--- config.mk ---
export PLATFORM = sky130hd
export DESIGN_NAME = alu_cmd_ctrl_flat
export DESIGN_NICKNAME = d
export VERILOG_FILES = /design/src/rtl/alu_cmd_ctrl_if.sv /design/src/rtl/alu_cmd_ctrl.sv /design/src/flat_wrapper.sv
export SDC_FILE = /design/constraint.sdc
export NUM_CORES = 1
export LEC_CHECK = 0
export BUFFER_PORTS_ARGS = -buffer_cell sky130_fd_sc_hd__clkbuf_2
export CAP_MARGIN = 10
export CORE_MARGIN = 2
export CORE_UTILIZATION = 50
export CTS_BUF_LIST = sky130_fd_sc_hd__clkbuf_8
export CTS_CLUSTER_SIZE = 24
export DETAILED_ROUTE_END_ITERATION = 8
export PLACE_DENSITY = 0.87
export RECOVER_POWER = 25
export SYNTH_ARGS = -nofsm -noshare
export SYNTH_HDL_FRONTEND = slang
export SYNTH_SLANG_ARGS = --single-unit
export TNS_END_PERCENT = 1
--- constraint.sdc ---
create_clock -name CLK -period 2.3 [get_ports CLK]
set_input_delay 0.115 -clock CLK [delete_from_list [all_inputs] [get_ports CLK]]
set_output_delay 0.115 -clock CLK [all_outputs]
set_load 0.005 [all_outputs]
--- src/rtl/alu_cmd_ctrl_if.sv ---
// Byte-stream, ALU and transmitter signals of the ALU command controller.
// master: the controller itself; slave: the byte source, ALU and transmitter around it.
interface alu_cmd_ctrl_if #(
  parameter int DATA_WIDTH = 8,
  parameter int FUN_WIDTH  = 4
);
  logic [DATA_WIDTH-1:0] RX_DATA;
  logic                  RX_VALID;
  logic [DATA_WIDTH-1:0] ALU_A;
  logic [DATA_WIDTH-1:0] ALU_B;
  logic [FUN_WIDTH-1:0]  ALU_FUN;
  logic                  ALU_EN;
  logic [DATA_WIDTH-1:0] ALU_OUT;
  logic                  ALU_OUT_VALID;
  logic [DATA_WIDTH-1:0] TX_DATA;
  logic                  TX_VALID;
  logic                  TX_BUSY;
  logic                  BUSY;

  modport master (
    input  RX_DATA, RX_VALID, ALU_OUT, ALU_OUT_VALID, TX_BUSY,
    output ALU_A, ALU_B, ALU_FUN, ALU_EN, TX_DATA, TX_VALID, BUSY
  );

  modport slave (
    output RX_DATA, RX_VALID, ALU_OUT, ALU_OUT_VALID, TX_BUSY,
    input  ALU_A, ALU_B, ALU_FUN, ALU_EN, TX_DATA, TX_VALID, BUSY
  );
endinterface

--- src/rtl/alu_cmd_ctrl.sv ---
// Command-frame controller: collects 0xCC,A,B,FUN from a byte stream, drives the ALU and returns one response byte.
// Define ALU_CMD_TIMEOUT_EN to abort a stalled ALU with response 0xEE after TIMEOUT cycles in WAIT_RES.
module alu_cmd_ctrl #(
  parameter int DATA_WIDTH = 8,
  parameter int FUN_WIDTH  = 4,
  parameter int TIMEOUT    = 15
) (
  input logic            CLK,
  input logic            RST,
  alu_cmd_ctrl_if.master bus
);

  localparam logic [DATA_WIDTH-1:0] CMD_START   = DATA_WIDTH'(8'hCC);
  localparam logic [DATA_WIDTH-1:0] RSP_BAD_FUN = DATA_WIDTH'(8'hEF);

  typedef enum logic [2:0] {
    IDLE,
    GET_A,
    GET_B,
    GET_FUN,
    EXEC,
    WAIT_RES,
    SEND
  } state_t;

  state_t                state, state_nxt;
  logic [DATA_WIDTH-1:0] alu_a_q, alu_a_nxt;
  logic [DATA_WIDTH-1:0] alu_b_q, alu_b_nxt;
  logic [FUN_WIDTH-1:0]  alu_fun_q, alu_fun_nxt;
  logic [DATA_WIDTH-1:0] resp_q, resp_nxt;
  logic [DATA_WIDTH-1:0] tx_data_q, tx_data_nxt;
  logic                  alu_en_q;
  logic                  busy_q;
  logic                  fun_hi_zero;

`ifdef ALU_CMD_TIMEOUT_EN
  localparam logic [DATA_WIDTH-1:0] RSP_TIMEOUT = DATA_WIDTH'(8'hEE);
  localparam int                    CNT_W       = (TIMEOUT > 1) ? $clog2(TIMEOUT) : 1;
  localparam logic [CNT_W-1:0]      CNT_LAST    = CNT_W'(TIMEOUT - 1);

  logic [CNT_W-1:0] tmo_cnt_q, tmo_cnt_nxt;
`else
  logic unused_timeout;
  assign unused_timeout = (TIMEOUT != 0);
`endif

  // Function bytes with any bit set above the function field are rejected.
  assign fun_hi_zero = (bus.RX_DATA[DATA_WIDTH-1:FUN_WIDTH] == '0);

  always_comb begin
    state_nxt   = state;
    alu_a_nxt   = alu_a_q;
    alu_b_nxt   = alu_b_q;
    alu_fun_nxt = alu_fun_q;
    resp_nxt    = resp_q;
    tx_data_nxt = tx_data_q;
`ifdef ALU_CMD_TIMEOUT_EN
    tmo_cnt_nxt = tmo_cnt_q;
`endif

    case (state)
      IDLE: begin
        if (bus.RX_VALID && (bus.RX_DATA == CMD_START)) state_nxt = GET_A;
      end
      GET_A: begin
        if (bus.RX_VALID) begin
          alu_a_nxt = bus.RX_DATA;
          state_nxt = GET_B;
        end
      end
      GET_B: begin
        if (bus.RX_VALID) begin
          alu_b_nxt = bus.RX_DATA;
          state_nxt = GET_FUN;
        end
      end
      GET_FUN: begin
        if (bus.RX_VALID) begin
          if (fun_hi_zero) begin
            alu_fun_nxt = bus.RX_DATA[FUN_WIDTH-1:0];
            state_nxt   = EXEC;
          end else begin
            resp_nxt  = RSP_BAD_FUN;
            state_nxt = SEND;
          end
        end
      end
      EXEC: begin
        // ALU_OUT_VALID is not looked at here, so a result coincident with ALU_EN is dropped.
        state_nxt = WAIT_RES;
`ifdef ALU_CMD_TIMEOUT_EN
        tmo_cnt_nxt = '0;
`endif
      end
      WAIT_RES: begin
        if (bus.ALU_OUT_VALID) begin
          resp_nxt  = bus.ALU_OUT;
          state_nxt = SEND;
        end
`ifdef ALU_CMD_TIMEOUT_EN
        else if (tmo_cnt_q == CNT_LAST) begin
          resp_nxt  = RSP_TIMEOUT;
          state_nxt = SEND;
        end else begin
          tmo_cnt_nxt = tmo_cnt_q + 1'b1;
        end
`endif
      end
      SEND: begin
        if (!bus.TX_BUSY) state_nxt = IDLE;
      end
      default: state_nxt = IDLE;
    endcase

    // TX_DATA is set up on entry to SEND so it is already valid when TX_VALID rises.
    if ((state_nxt == SEND) && (state != SEND)) tx_data_nxt = resp_nxt;
  end

  always_ff @(posedge CLK or negedge RST) begin
    if (!RST) begin
      state     <= IDLE;
      alu_a_q   <= '0;
      alu_b_q   <= '0;
      alu_fun_q <= '0;
      resp_q    <= '0;
      tx_data_q <= '0;
      alu_en_q  <= 1'b0;
      busy_q    <= 1'b0;
`ifdef ALU_CMD_TIMEOUT_EN
      tmo_cnt_q <= '0;
`endif
    end else begin
      state     <= state_nxt;
      alu_a_q   <= alu_a_nxt;
      alu_b_q   <= alu_b_nxt;
      alu_fun_q <= alu_fun_nxt;
      resp_q    <= resp_nxt;
      tx_data_q <= tx_data_nxt;
      alu_en_q  <= (state_nxt == EXEC);
      busy_q    <= (state_nxt != IDLE);
`ifdef ALU_CMD_TIMEOUT_EN
      tmo_cnt_q <= tmo_cnt_nxt;
`endif
    end
  end

  assign bus.ALU_A    = alu_a_q;
  assign bus.ALU_B    = alu_b_q;
  assign bus.ALU_FUN  = alu_fun_q;
  assign bus.ALU_EN   = alu_en_q;
  assign bus.TX_DATA  = tx_data_q;
  assign bus.BUSY     = busy_q;
  // The strobe follows TX_BUSY directly so it fires in the first free cycle.
  assign bus.TX_VALID = (state == SEND) && !bus.TX_BUSY;

endmodule

--- src/flat_wrapper.sv ---
// flat-port wrapper written by rule: the top's interface ports become plain ports
module alu_cmd_ctrl_flat 
#(
  parameter int DATA_WIDTH = 8,
  parameter int FUN_WIDTH  = 4,
  parameter int TIMEOUT    = 15
)
  (CLK, RST, bus_RX_DATA, bus_RX_VALID, bus_ALU_OUT, bus_ALU_OUT_VALID, bus_TX_BUSY, bus_ALU_A, bus_ALU_B, bus_ALU_FUN, bus_ALU_EN, bus_TX_DATA, bus_TX_VALID, bus_BUSY);
  alu_cmd_ctrl_if #(.DATA_WIDTH(DATA_WIDTH), .FUN_WIDTH(FUN_WIDTH)) bus_i ();
  input logic CLK;
  input logic RST;
  input wire logic [$bits(bus_i.RX_DATA)-1:0] bus_RX_DATA;
  input wire logic [$bits(bus_i.RX_VALID)-1:0] bus_RX_VALID;
  input wire logic [$bits(bus_i.ALU_OUT)-1:0] bus_ALU_OUT;
  input wire logic [$bits(bus_i.ALU_OUT_VALID)-1:0] bus_ALU_OUT_VALID;
  input wire logic [$bits(bus_i.TX_BUSY)-1:0] bus_TX_BUSY;
  output wire logic [$bits(bus_i.ALU_A)-1:0] bus_ALU_A;
  output wire logic [$bits(bus_i.ALU_B)-1:0] bus_ALU_B;
  output wire logic [$bits(bus_i.ALU_FUN)-1:0] bus_ALU_FUN;
  output wire logic [$bits(bus_i.ALU_EN)-1:0] bus_ALU_EN;
  output wire logic [$bits(bus_i.TX_DATA)-1:0] bus_TX_DATA;
  output wire logic [$bits(bus_i.TX_VALID)-1:0] bus_TX_VALID;
  output wire logic [$bits(bus_i.BUSY)-1:0] bus_BUSY;
  assign bus_i.RX_DATA = bus_RX_DATA;
  assign bus_i.RX_VALID = bus_RX_VALID;
  assign bus_i.ALU_OUT = bus_ALU_OUT;
  assign bus_i.ALU_OUT_VALID = bus_ALU_OUT_VALID;
  assign bus_i.TX_BUSY = bus_TX_BUSY;
  assign bus_ALU_A = bus_i.ALU_A;
  assign bus_ALU_B = bus_i.ALU_B;
  assign bus_ALU_FUN = bus_i.ALU_FUN;
  assign bus_ALU_EN = bus_i.ALU_EN;
  assign bus_TX_DATA = bus_i.TX_DATA;
  assign bus_TX_VALID = bus_i.TX_VALID;
  assign bus_BUSY = bus_i.BUSY;
  alu_cmd_ctrl #(.DATA_WIDTH(DATA_WIDTH), .FUN_WIDTH(FUN_WIDTH), .TIMEOUT(TIMEOUT)) u_core (.CLK(CLK), .RST(RST), .bus(bus_i));
endmodule
* After elaboration in Yosys (flattened, before gate mapping) *
Index checks and enable logic that the tools add are counted.

word-level totals
  bits in registers = 41
  latch bits = 0
  bits in writable memories = 0
  ROM bits = 0
  input bits = 21
  output and inout port bits = 31
  word-level logic and storage cells = 40
  memories kept = 0

operators by class
  add/subtract/negate cells = 0
  multiply operators = 0
  div/mod/pow operators = 0
  magnitude comparators = 0
  eq/ne operators = 10
  shifts and indexed selects = 0
  multiplexer cells = 12
  bitwise gates (word level) = 0
  reductions and logical operators = 10

operator list
  cell                  number
  $mux W8               3
  $pmux W3 S7           1
  $mux W3               6
  $pmux W8 S2           1
  $eq A3 B3 Y1 const B  5
  $eq A8 B8 Y1 const B  1
  $eq A3 B2 Y1 const B  2
  $logic_not A4 Y1      1
  $reduce_and A2 Y1     2
  $eq A3 B1 Y1 const B  1
  $logic_and A1 B1 Y1   3
  $logic_not A3 Y1      1
  $ne A3 B3 Y1 const B  1
  $reduce_and A3 Y1     1
  $reduce_bool A3 Y1    1
  $mux W2               1
  $logic_not A1 Y1      1

* Logic depth before layout (Yosys ltp) *
Gate-level depths: netlist of run 1.

  word-level depth = 6
  mapped depth = 6
  mapped depth without buffers = 5

* Worst setup path after synthesis of run 1 *
No wires, ideal clock.

  kind = flip-flop to flip-flop
  start = reg u_core.state[2]
  end = reg u_core.alu_fun_q[0], in the netlist u_core.bus.ALU_FUN[0]
  library setup time = 125 ps
  arrival = 1676 ps
  required time = 2175 ps
  slack = 499 ps
  cell stages (with the launch flop) = 6
  buffers on the path = 0
  clock period less this slack = 1801 ps
  cells stage by stage = dfrtp_1 -> nand2b_4 -> or4_1 -> o22ai_2 -> nor3_4 -> mux2_4

on the way
  longest elaborated chain between the ends = 2

ends and longest elaborated chain
  what                                RTL line             RTL
  from (decl)                         alu_cmd_ctrl.sv:26   state_t state, state_nxt;
  from (signal assigned)              alu_cmd_ctrl.sv:133  state <= state_nxt;
  $eq A3 B2 Y1                        alu_cmd_ctrl.sv:61   case (state)
  $reduce_and A3 Y1 (no source line)  -
  to (signal assigned)                alu_cmd_ctrl.sv:136  alu_fun_q <= alu_fun_nxt;
  to (decl)                           alu_cmd_ctrl.sv:29   logic [FUN_WIDTH-1:0] alu_fun_q, alu_fun_nxt;

No other way between the ends.
A chain may end at the register's enable or synchronous reset.

* Final worst setup path of run 1 *
  start = reg u_core.state[0]
  end = reg u_core.alu_fun_q[1], in the netlist u_core.bus.ALU_FUN[1]

Same word-level chain as after synthesis.

==> metrics.txt, run 1 <==
status=complete, no violations; Tmin final=2.04 ns; P&R area growth vs syn=28.2%; crit share post-route=between 80% and 90%; FF+latch count, synth=33; Setup TNS Final=0 ns; WHS Path Cells=3; Worst Reg2Reg Path Length in Cells=5; placed inst area=between 1500 and 2000 um2; DRC Markers=0; port bufs=a little over 50; top cell type's share of synthesized area=58.4%; most frequent cells in the layout=46 x clkbuf_2, 33 x dfrtp_1, 16 x mux2_2, 14 x nand2_1, 8 x nand3_1; wire per inst=approximately 16 um; Comb pwr share=around a third; Root Driver=clkbuf_8; vias in the first global route=roughly 1100; fin util=between 60% and 70%; CTS sink cnt=33; top cells by area, synth=dfrtp_1 58%, mux2_2 13%, mux2_4 4.2%, nand2_1 3.7%, nand3_1 2.8%; Max clock buf depth=2; Post-CTS Setup Inserts=0; Fin. Hold Viols=0; final setup violating endpoints=0; largest net degree at the start of global routing=34; FF-to-FF setup slack=between 0.2 and 0.3 ns; switching power=approximately 0.00077 W; Placed Instances=187; TritonRoute pass-1 iters=4; Pwr Density=between 1000 and 1500 nW/um2; Antenna Nets Post-Route=0; Rows=19; Worst-path clk slew=roughly 0.070 ns; crit path DAT=2.20 ns; global-route wire length before repair=~5100 um; Critical Path Start Type=flip-flop; Fmax achieved=a little under 500 MHz; GRT overflow=0; initial antenna violation count=0; Peak VDD IR=roughly 0.00083 V; yosys warns=0; Vias/cell=5.33; die height=around 57 um; core footprint=roughly 2700 um2; syn nets=between 100 and 150; dpl hpwl=2210 um; Fill cells=around 200; post-synthesis sequential area ratio=between 50% and 60%; commonest non-fill, non-tap cell in the layout=clkbuf_2; H-Tree Depth=2; crit end category=flip-flop; die area=between 3000 and 4000 um2; Critical Path Fanout Max=9; Cells after Synth=about 110; clock latency on the worst-skew pair=0.28 ns; Worst Setup Path Type=flip-flop to flip-flop; sequential power share=around 42%; Pint=~0.0017 W; layout cell share with drive strength beyond 1=between 40% and 50%; syn_area_per_cell=approximately 13 um2; Worst Path Required=between 2 and 2.5 ns; Worst Tran Pin Value=0.794 ns; nets=around 190; Top Ports=52; worst rel slew slack=a little under half; Initial Utilization=52.2%; GP Congestion=0.887; Clock Skew=0.00209 ns; fin worst setup slack=approximately 0.26 ns; Netlist cell types=27; number of buffers created by CTS=5; count of final max-slew check failures=0; Post-Syn Area=1410 um2; Hold Path Class=input pin to flip-flop; pre-CTS setup slack=0.300 ns; Die Span X=roughly 57 um; Diodes inserted=0; CTS tree=built; final WL=between 3000 and 4000 um; gr usage total=a little over 20%; P_leak=between 0.8 and 0.9 nW; leading area contributor after synthesis=dfrtp_1; max-cap violations=0; initial DRC count=37; fin cells=196; RSZ-0062 raised after global routing=no; cell area after layout=~1800 um2; clock network power share=between 20% and 30%; switching portion of total power=about 31%; via count=approximately 1000
-- worst max-delay path: stages (launching register included) --
cell and delay, ns:
dfrtp_1 0.47, nor2b_1 0.21, nand3_1 0.29, nand4_2 0.22, nor3_4 0.39, mux2_4 0.34
-- area by class of cell --
type / count / area, um2 / area share, %
Sequential cell: 33 / 826 / 45.5
Multi-Input combinational cell: 69 / 558 / 30.8
Timing Repair Buffer: 53 / 267 / 14.7
Clock buffer: 6 / 82.6 / 4.55
Tap cell: 31 / 38.8 / 2.14
Clock inverter: 2 / 33.8 / 1.86
Inverter: 2 / 7.51 / 0.414
-- power by group through the flow --
stage | registers, W | logic [W] | clock network [W]
2_1_floorplan | 0.00103 | 0.000498 | 0
3_3_place_gp | 0.00101 | 0.000853 | 0
3_5_place_dp | 0.00104 | 0.000884 | 0
4_1_cts | 0.00104 | 0.000892 | 0.000558
5_1_grt | 0.00107 | 0.000946 | 0.000580
6_report | 0.00104 | 0.000868 | 0.000552
-- metrics by stage --
| stage | total power (W) | hold slack, ns |
|---|---|---|
| after detailed placement | 0.00193 | 0.235 |
| after CTS | 0.00249 | 0.0508 |
| after floorplan | 0.00153 | -0.181 |
| after global routing | 0.00259 | 0.0685 |
| after global placement | 0.00187 | 0.211 |
| final | 0.00246 | 0.0529 |
-- synthesized netlist by cell type (all sizes together) --
cell	number
and3	2
nand2b	2
clkbuf	4
a211oi	1
o41ai	1
nor3	1
inv	2
nand4	2
a22o	1
nand3	8
or3	1
and2	1
dfrtp	33
and4b	1
mux2	20
a21oi	3
nor2b	5
and2b	1
buf	1
nand2	14
or4	2
o21ai	2
o22ai	1
-- layer usage --
metal	part of all wire, %	GRT usage, %	wire length (um)	vias to the layer above
met5	0	0	0	-
met4	1.8	8.64	55	0
met3	4.2	6.12	130	6
met2	52	33.2	1620	29
met1	42	26.6	1330	516
li1	-	-	-	493
-- cells by family after synthesis --
logic type | Yosys count | share of synthesized area [%]
AO/OA/AOI/OAI | 9 | 5.75
AND/OR/NAND/NOR | 40 | 16.7
flip-flops | 33 | 58.4
buffers and inverters | 7 | 2.12
multiplexers | 20 | 17.0
-- repair_timing --
item                      CTS  global route
hold endpoints to repair   33             0
resized for setup           0             0
hold buffers                1             0
-- worst paths after layout --
check	endpoint	from
min	u_core.bus.TX_DATA[3]	bus_ALU_OUT[3]
max in group asynchronous	u_core.bus.TX_DATA[2]	RST
min reg2reg	u_core.bus.TX_DATA[6]	u_core.bus.TX_DATA[6]
min in group asynchronous	u_core.bus.ALU_A[2]	RST
max reg2reg	u_core.bus.ALU_FUN[1]	u_core.state[0]
max	u_core.bus.ALU_FUN[1]	u_core.state[0]
-- sequential cells by signal (all words and copies together) (netlist names) --
name,count
u_core.bus.TX_DATA,8
u_core.bus.ALU_EN,1
u_core.bus.BUSY,1
u_core.bus.ALU_A,8
u_core.bus.ALU_B,8
u_core.state,3
u_core.bus.ALU_FUN,4
Power figures use the tool's default switching activity.
==> run 2, diff against run 1 <==
PLACE_DENSITY = 0.81   (was 0.87)
==> metrics.txt, run 2 (synthesized netlist as in run 1, its figures left out) <==
status=complete, no violations; met3 wire len=158 um (+22%); Vias/cell=5.32 (-0.16%); final setup violating endpoints=0 (unchanged); WL met2=1530 um (-5.3%); wire per inst=15.5 um (-3.1%); die area=3270 um2 (unchanged); Hold Path Class=input pin to flip-flop; core footprint=2710 um2 (unchanged); initial DRC count=15 (-59%); P_leak=0.875 nW (-1.7%); vias in the first global route=1077 (-1.5%); Clock Skew=0.00419 ns (+0.00210 ns); crit end category=flip-flop; fin util=65.8% (-1.1 points); Critical Path Start Type=flip-flop; Pwr Total=0.00231 W (-5.9%); Peak VDD IR=0.000898 V (+8.6%); die height=57.2 um (unchanged); Setup TNS Final=0 ns (unchanged); Pwr Density=1300 nW/um2 (-4.4%); Tmin final=1.94 ns (-0.0914 ns); uppermost layer routed=met4; layout cell share with drive strength beyond 1=47.6% (-0.32 points); final WL=3020 um (-3.6%); Diodes inserted=0 (unchanged); CTS sink cnt=33 (unchanged); Critical Path Fanout Max=9 (unchanged); number of buffers created by CTS=5 (unchanged); GRT overflow=0 (unchanged); port bufs=51 (unchanged); clock latency on the worst-skew pair=0.27 ns (about the same); cell area after layout=1780 um2 (-1.7%); Initial Utilization=52.2% (unchanged); Fmax achieved=514 MHz (+4.7%); worst rel slew slack=46.8% (-0.31 points); placed inst area=1690 um2 (unchanged); dpl hpwl=2260 um (+2.0%); Top Ports=52 (unchanged); initial antenna violation count=0 (unchanged); largest net degree at the start of global routing=34 (unchanged); Crit-path slowest cell=dfrtp_1; Buf+Inv Stages, Crit Path=0 (unchanged); Worst-path clk slew=0.06 ns (about the same); H-Tree Depth=2 (unchanged); CTS tree=built; crit share post-route=84.6% (-4.0 points); pre-CTS setup slack=0.360 ns (+0.0607 ns); M1 WL=1260 um (-5.3%); P&R area growth vs syn=26.1%; max-cap violations=0 (unchanged); TritonRoute pass-1 iters=4 (unchanged); most frequent cells in the layout=46 x clkbuf_2, 33 x dfrtp_1, 16 x mux2_2, 14 x nand2_1, 8 x nand3_1; via count=1037 (-0.67%); global-route wire length before repair=5200 um (+1.9%); GP Congestion=0.838 (-5.6%); Antenna Nets Post-Route=0 (unchanged); CP max stage delay=0.45 ns (-0.02 ns); Worst Setup Path Type=flip-flop to flip-flop; Max clock buf depth=2 (unchanged); RSZ-0062 raised after global routing=no; Worst Path Required=2.46 ns (about the same); cell chain of the critical path=nor2b_1 > nand3_1 > nand4_2 > nor3_4 > mux2_4; fin worst setup slack=0.355 ns (+0.0914 ns); count of final max-slew check failures=0 (unchanged); DRC Markers=0 (unchanged); commonest non-fill, non-tap cell in the layout=clkbuf_2; family with the most delay on the worst path=simple AND/OR/NAND/NOR gates; Die Span X=57.2 um (unchanged); Root Driver=clkbuf_8; Rows=19 (unchanged); gr usage total=21.2% (+0.43 points); nets=185 (unchanged); crit path DAT=2.10 ns (-0.10 ns); Fin. Hold Viols=0 (unchanged); Worst Tran Pin Value=0.799 ns (+0.00466 ns)
## run 2: cell types whose count changed in the layout (fill, tap and decap cells not counted)
| cell | change |
|---|---|
| bufinv_16 | -1 |
## run 2: report_power, final
part	leakage (nW)	switching (W)	internal, W
Clock	0.0485	0.000186	0.000233
Sequential	0.384	0.000167	0.000853
Combinational	0.442	0.000386	0.000486
## run 2: worst reg2reg max path, stage by stage (launching register included)
cell	delay [ns]
dfrtp_1	0.45
nor2b_1	0.19
nand3_1	0.26
nand4_2	0.21
nor3_4	0.38
mux2_4	0.34
## run 2: what timing repair did
item	4_1_cts	5_1_grt
hold endpoints to repair	33	0
hold buffers	1	0
setup buffers	0	0
gates resized for setup	0	0
## run 2: per-layer routing
layer | GRT usage, % | up-vias
met1 | 28.4 | 508
met2 | 32.2 | 30
met4 | 9.97 | 0
met5 | 0 | -
li1 | - | 492
met3 | 5.90 | 7
## run 2: final cells by class
| class | count | area, um2 |
|---|---|---|
| fillers | 223 | 927 |
| flip-flops and latches | 33 | 826 |
| multi-input cells | 69 | 558 |
| repair buffers | 53 | 267 |
| clock buffers | 6 | 82.6 |
| well taps | 31 | 38.8 |
| inverters | 2 | 7.51 |
| clock inverters | 1 | 3.75 |
## run 2: worst paths after layout
path | from | to | slack, ns | cells past startpoint
worst max-delay path | u_core.state[0] | u_core.bus.ALU_FUN[1] | 0.36 | 5
worst min-delay path | bus_ALU_OUT[2] | u_core.bus.TX_DATA[2] | 0.06 | 3
max in group asynchronous | RST | u_core.bus.ALU_B[7] | 1.30 | 2
worst min register to register | u_core.bus.TX_DATA[6] | u_core.bus.TX_DATA[6] | 0.50 | 2
worst max register to register | u_core.state[0] | u_core.bus.ALU_FUN[1] | 0.36 | 5
min in group asynchronous | RST | u_core.bus.ALU_A[2] | 0.50 | 2
## run 2: metrics by stage
stage,cells,hold WS [ns]
finish,195,0.0616
detailed placement,187,0.232
global route,195,0.0637
floorplan,109,-0.181
CTS,195,0.0585
global placement,187,0.215
==> run 3, diff against run 2 <==
ABC_AREA = 1   (was default)
PLACE_DENSITY = 0.8   (was 0.81)
clock period = 2 ns   (was 2.3 ns; I/O delays follow)
==> metrics.txt, run 3 <==
largest net degree at the start of global routing=34 (unchanged); post-synthesis adder-cell area fraction=0% (unchanged); placed inst area=1730 um2 (+2.3%); DRC Markers=0 (unchanged); cell area after layout=1820 um2 (+1.9%); nets=247 (+34%); dpl hpwl=2270 um (+0.51%); Cells after Synth=171 (+57%); leading area contributor after synthesis=dfrtp_1; Worst Path Required=2.22 ns (-0.24 ns); clock latency on the worst-skew pair=0.28 ns (about the same); simple-gate share of the synthesized area=24.3% (+7.6 points); Critical Path Start Type=flip-flop; P&R area growth vs syn=24.6%; Vias/cell=4.90 (-7.8%); Initial Utilization=52.9% (+0.69 points); Compound-Gate Fraction of Synth Area=11.5% (+5.7 points); clock network power share=19.2% (+1.1 points); RSZ-0062 raised after global routing=no; die area=3360 um2 (+2.9%); via count=1260 (+22%); crit path DAT=1.56 ns (-0.54 ns); syn nets=192 (+48%); multiplexer share of the synthesized area=0% (-17 points); Tmin final=1.35 ns (-0.598 ns); Fmax achieved=743 MHz (+44%); Worst Setup Path Type=flip-flop to flip-flop; H-Tree Depth=2 (unchanged); top cells by area, synth=dfrtp_1 57%, nand2_1 14%, o21ai_1 6.9%, inv_1 4.6%, a21oi_2 4.2%; core footprint=2760 um2 (+1.8%); gr usage total=21.0% (-0.22 points); status=complete, no violations; Post-Synth XOR/XNOR Area=0% (unchanged); Netlist cell types=15 (-44%); Fill cells=250 (+12%); die height=58.0 um (+1.4%); Post-synth EDFFs=0 (unchanged); crit end category=flip-flop; crit share post-route=67.3% (-17 points); number of buffers created by CTS=5 (unchanged); CTS tree=built; footprint of the multi-input gates=522 um2 (-6.5%); sequential power share=44.6% (+0.4 points); global-route wire length before repair=5210 um (+0.27%); largest family of logic cells by synthesized area=simple AND/OR/NAND/NOR gates; P_leak=1.06 nW (+21%); port bufs=51 (unchanged); worst rel slew slack=47.7% (+0.99 points); GP Congestion=0.829 (-1.1%); hold_ws=0.0235 ns (-0.0381 ns); Clock Skew=0.00434 ns (+0.000147 ns); final WL=3070 um (+1.6%); TritonRoute pass-1 iters=4 (unchanged); Pwr Density=1410 nW/um2 (+9.0%); GRT overflow=0 (unchanged); Rows=19 (unchanged); Post-Syn Area=1460 um2 (+3.1%); most common flop cell mapped by yosys=dfrtp_1; Placed Instances=249 (+33%); Diodes inserted=0 (unchanged); most frequent cells in the layout=53 x nand2_1, 42 x clkbuf_2, 33 x dfrtp_1, 20 x o21ai_1, 19 x inv_1; cell with the most instances after synthesis=nand2_1; Fin. Hold Viols=0 (unchanged); layout cell share with drive strength beyond 1=30.1% (-17 points); wire per inst=11.9 um (-23%); asr flop ratio synth=100% (unchanged); Top Ports=52 (unchanged); Worst Tran Pin Value=0.784 ns (-0.0149 ns); post-synthesis sequential area ratio=56.7% (-1.8 points); count of final max-slew check failures=0 (unchanged); commonest non-fill, non-tap cell in the layout=nand2_1; initial antenna violation count=0 (unchanged); switching portion of total power=37.3% (+5.3 points); top cell type's share of synthesized area=56.7% (-1.8 points); syn_area_per_cell=8.52 um2 (-34%); switching power=0.000958 W (+30%); final setup violating endpoints=0 (unchanged); Root Driver=clkbuf_8; register area=826 um2 (unchanged); Max clock buf depth=2 (unchanged); initial DRC count=16 (+1); max-cap violations=0 (unchanged); vias in the first global route=1187 (+10%); yosys warns=0 (unchanged); FF+latch count, synth=33 (unchanged); Post-synth top cells=53 x nand2_1, 33 x dfrtp_1, 20 x o21ai_1; CTS sink cnt=33 (unchanged); Worst-path clk slew=0.06 ns (about the same); Hold Path Class=input pin to flip-flop; Antenna Nets Post-Route=0 (unchanged); fin cells=257 (+32%); Peak VDD IR=0.00107 V (+19%); Pwr Total=0.00257 W (+11%); Critical Path Fanout Max=17 (+8); Pint=0.00161 W (+2.4%); Die Span X=58.0 um (+1.4%); Setup TNS Final=0 ns (unchanged); Comb pwr share=36.1% (-1.6 points)
## run 3: what timing repair did
item | CTS | global route
resized for setup | 0 | 0
buffers inserted | 0 | 0
hold buffers | 1 | 0
endpoints found under the hold margin | 33 | 0
## run 3: cell type report
type	instances	share of cell area, %
inverters	24	4.96
multi-input cells	110	28.7
clock inverters	1	0.207
well taps	31	2.13
flip-flops and latches	33	45.5
repair buffers	52	14.0
clock buffers	6	4.55
## run 3: logic make-up (layout without fill, tap and decap cells)
family          count (synthesis)  after routing
flops                          33             33
compound gates                 28             28
buf+inv                        28             83
simple gates                   82             82
## run 3: worst paths after layout
| kind | startpoint | endpoint | slack, ns | cells past startpoint |
|---|---|---|---|---|
| worst min register to register | u_core.bus.TX_DATA[4] | u_core.bus.TX_DATA[4] | 0.47 | 2 |
| worst max-delay path | u_core.state[2] | u_core.bus.BUSY | 0.65 | 5 |
| min in group asynchronous | RST | u_core.bus.ALU_A[2] | 0.42 | 2 |
| worst max register to register | u_core.state[2] | u_core.bus.BUSY | 0.65 | 5 |
| max in group asynchronous | RST | u_core.bus.ALU_A[1] | 1.08 | 2 |
| worst min-delay path | bus_ALU_OUT[1] | u_core.bus.TX_DATA[1] | 0.02 | 3 |
## run 3: power groups by stage
stage | sequential (W) | combinational, W | clock, W
after floorplan | 0.00113 | 0.000573 | 0
after global routing | 0.00119 | 0.00108 | 0.000536
after global placement | 0.00115 | 0.000926 | 0
after CTS | 0.00115 | 0.000962 | 0.000504
final | 0.00115 | 0.000927 | 0.000494
after detailed placement | 0.00115 | 0.000951 | 0
## run 3: metal layers
layer | vias up | track usage [%] | wire length, um
met4 | 0 | 6.98 | 41
met5 | - | 0 | 0
met3 | 4 | 8.48 | 210
met2 | 41 | 29.9 | 1380
li1 | 645 | - | -
met1 | 570 | 29.4 | 1440
## run 3: through the flow
stage / utilization, % / setup WS, ns
2_1_floorplan: - / 0.780
3_3_place_gp: 62.8 / 0.702
3_5_place_dp: 62.8 / 0.674
4_1_cts: 66.3 / 0.658
5_1_grt: 65.9 / 0.480
6_report: 65.9 / 0.654
## run 3: critical path, stage by stage, from the launching register on
cell     delay [ns]
dfrtp_1        0.46
inv_2          0.15
nand4_2        0.33
nand3_1        0.20
nor2_1         0.07
nand3_1        0.06
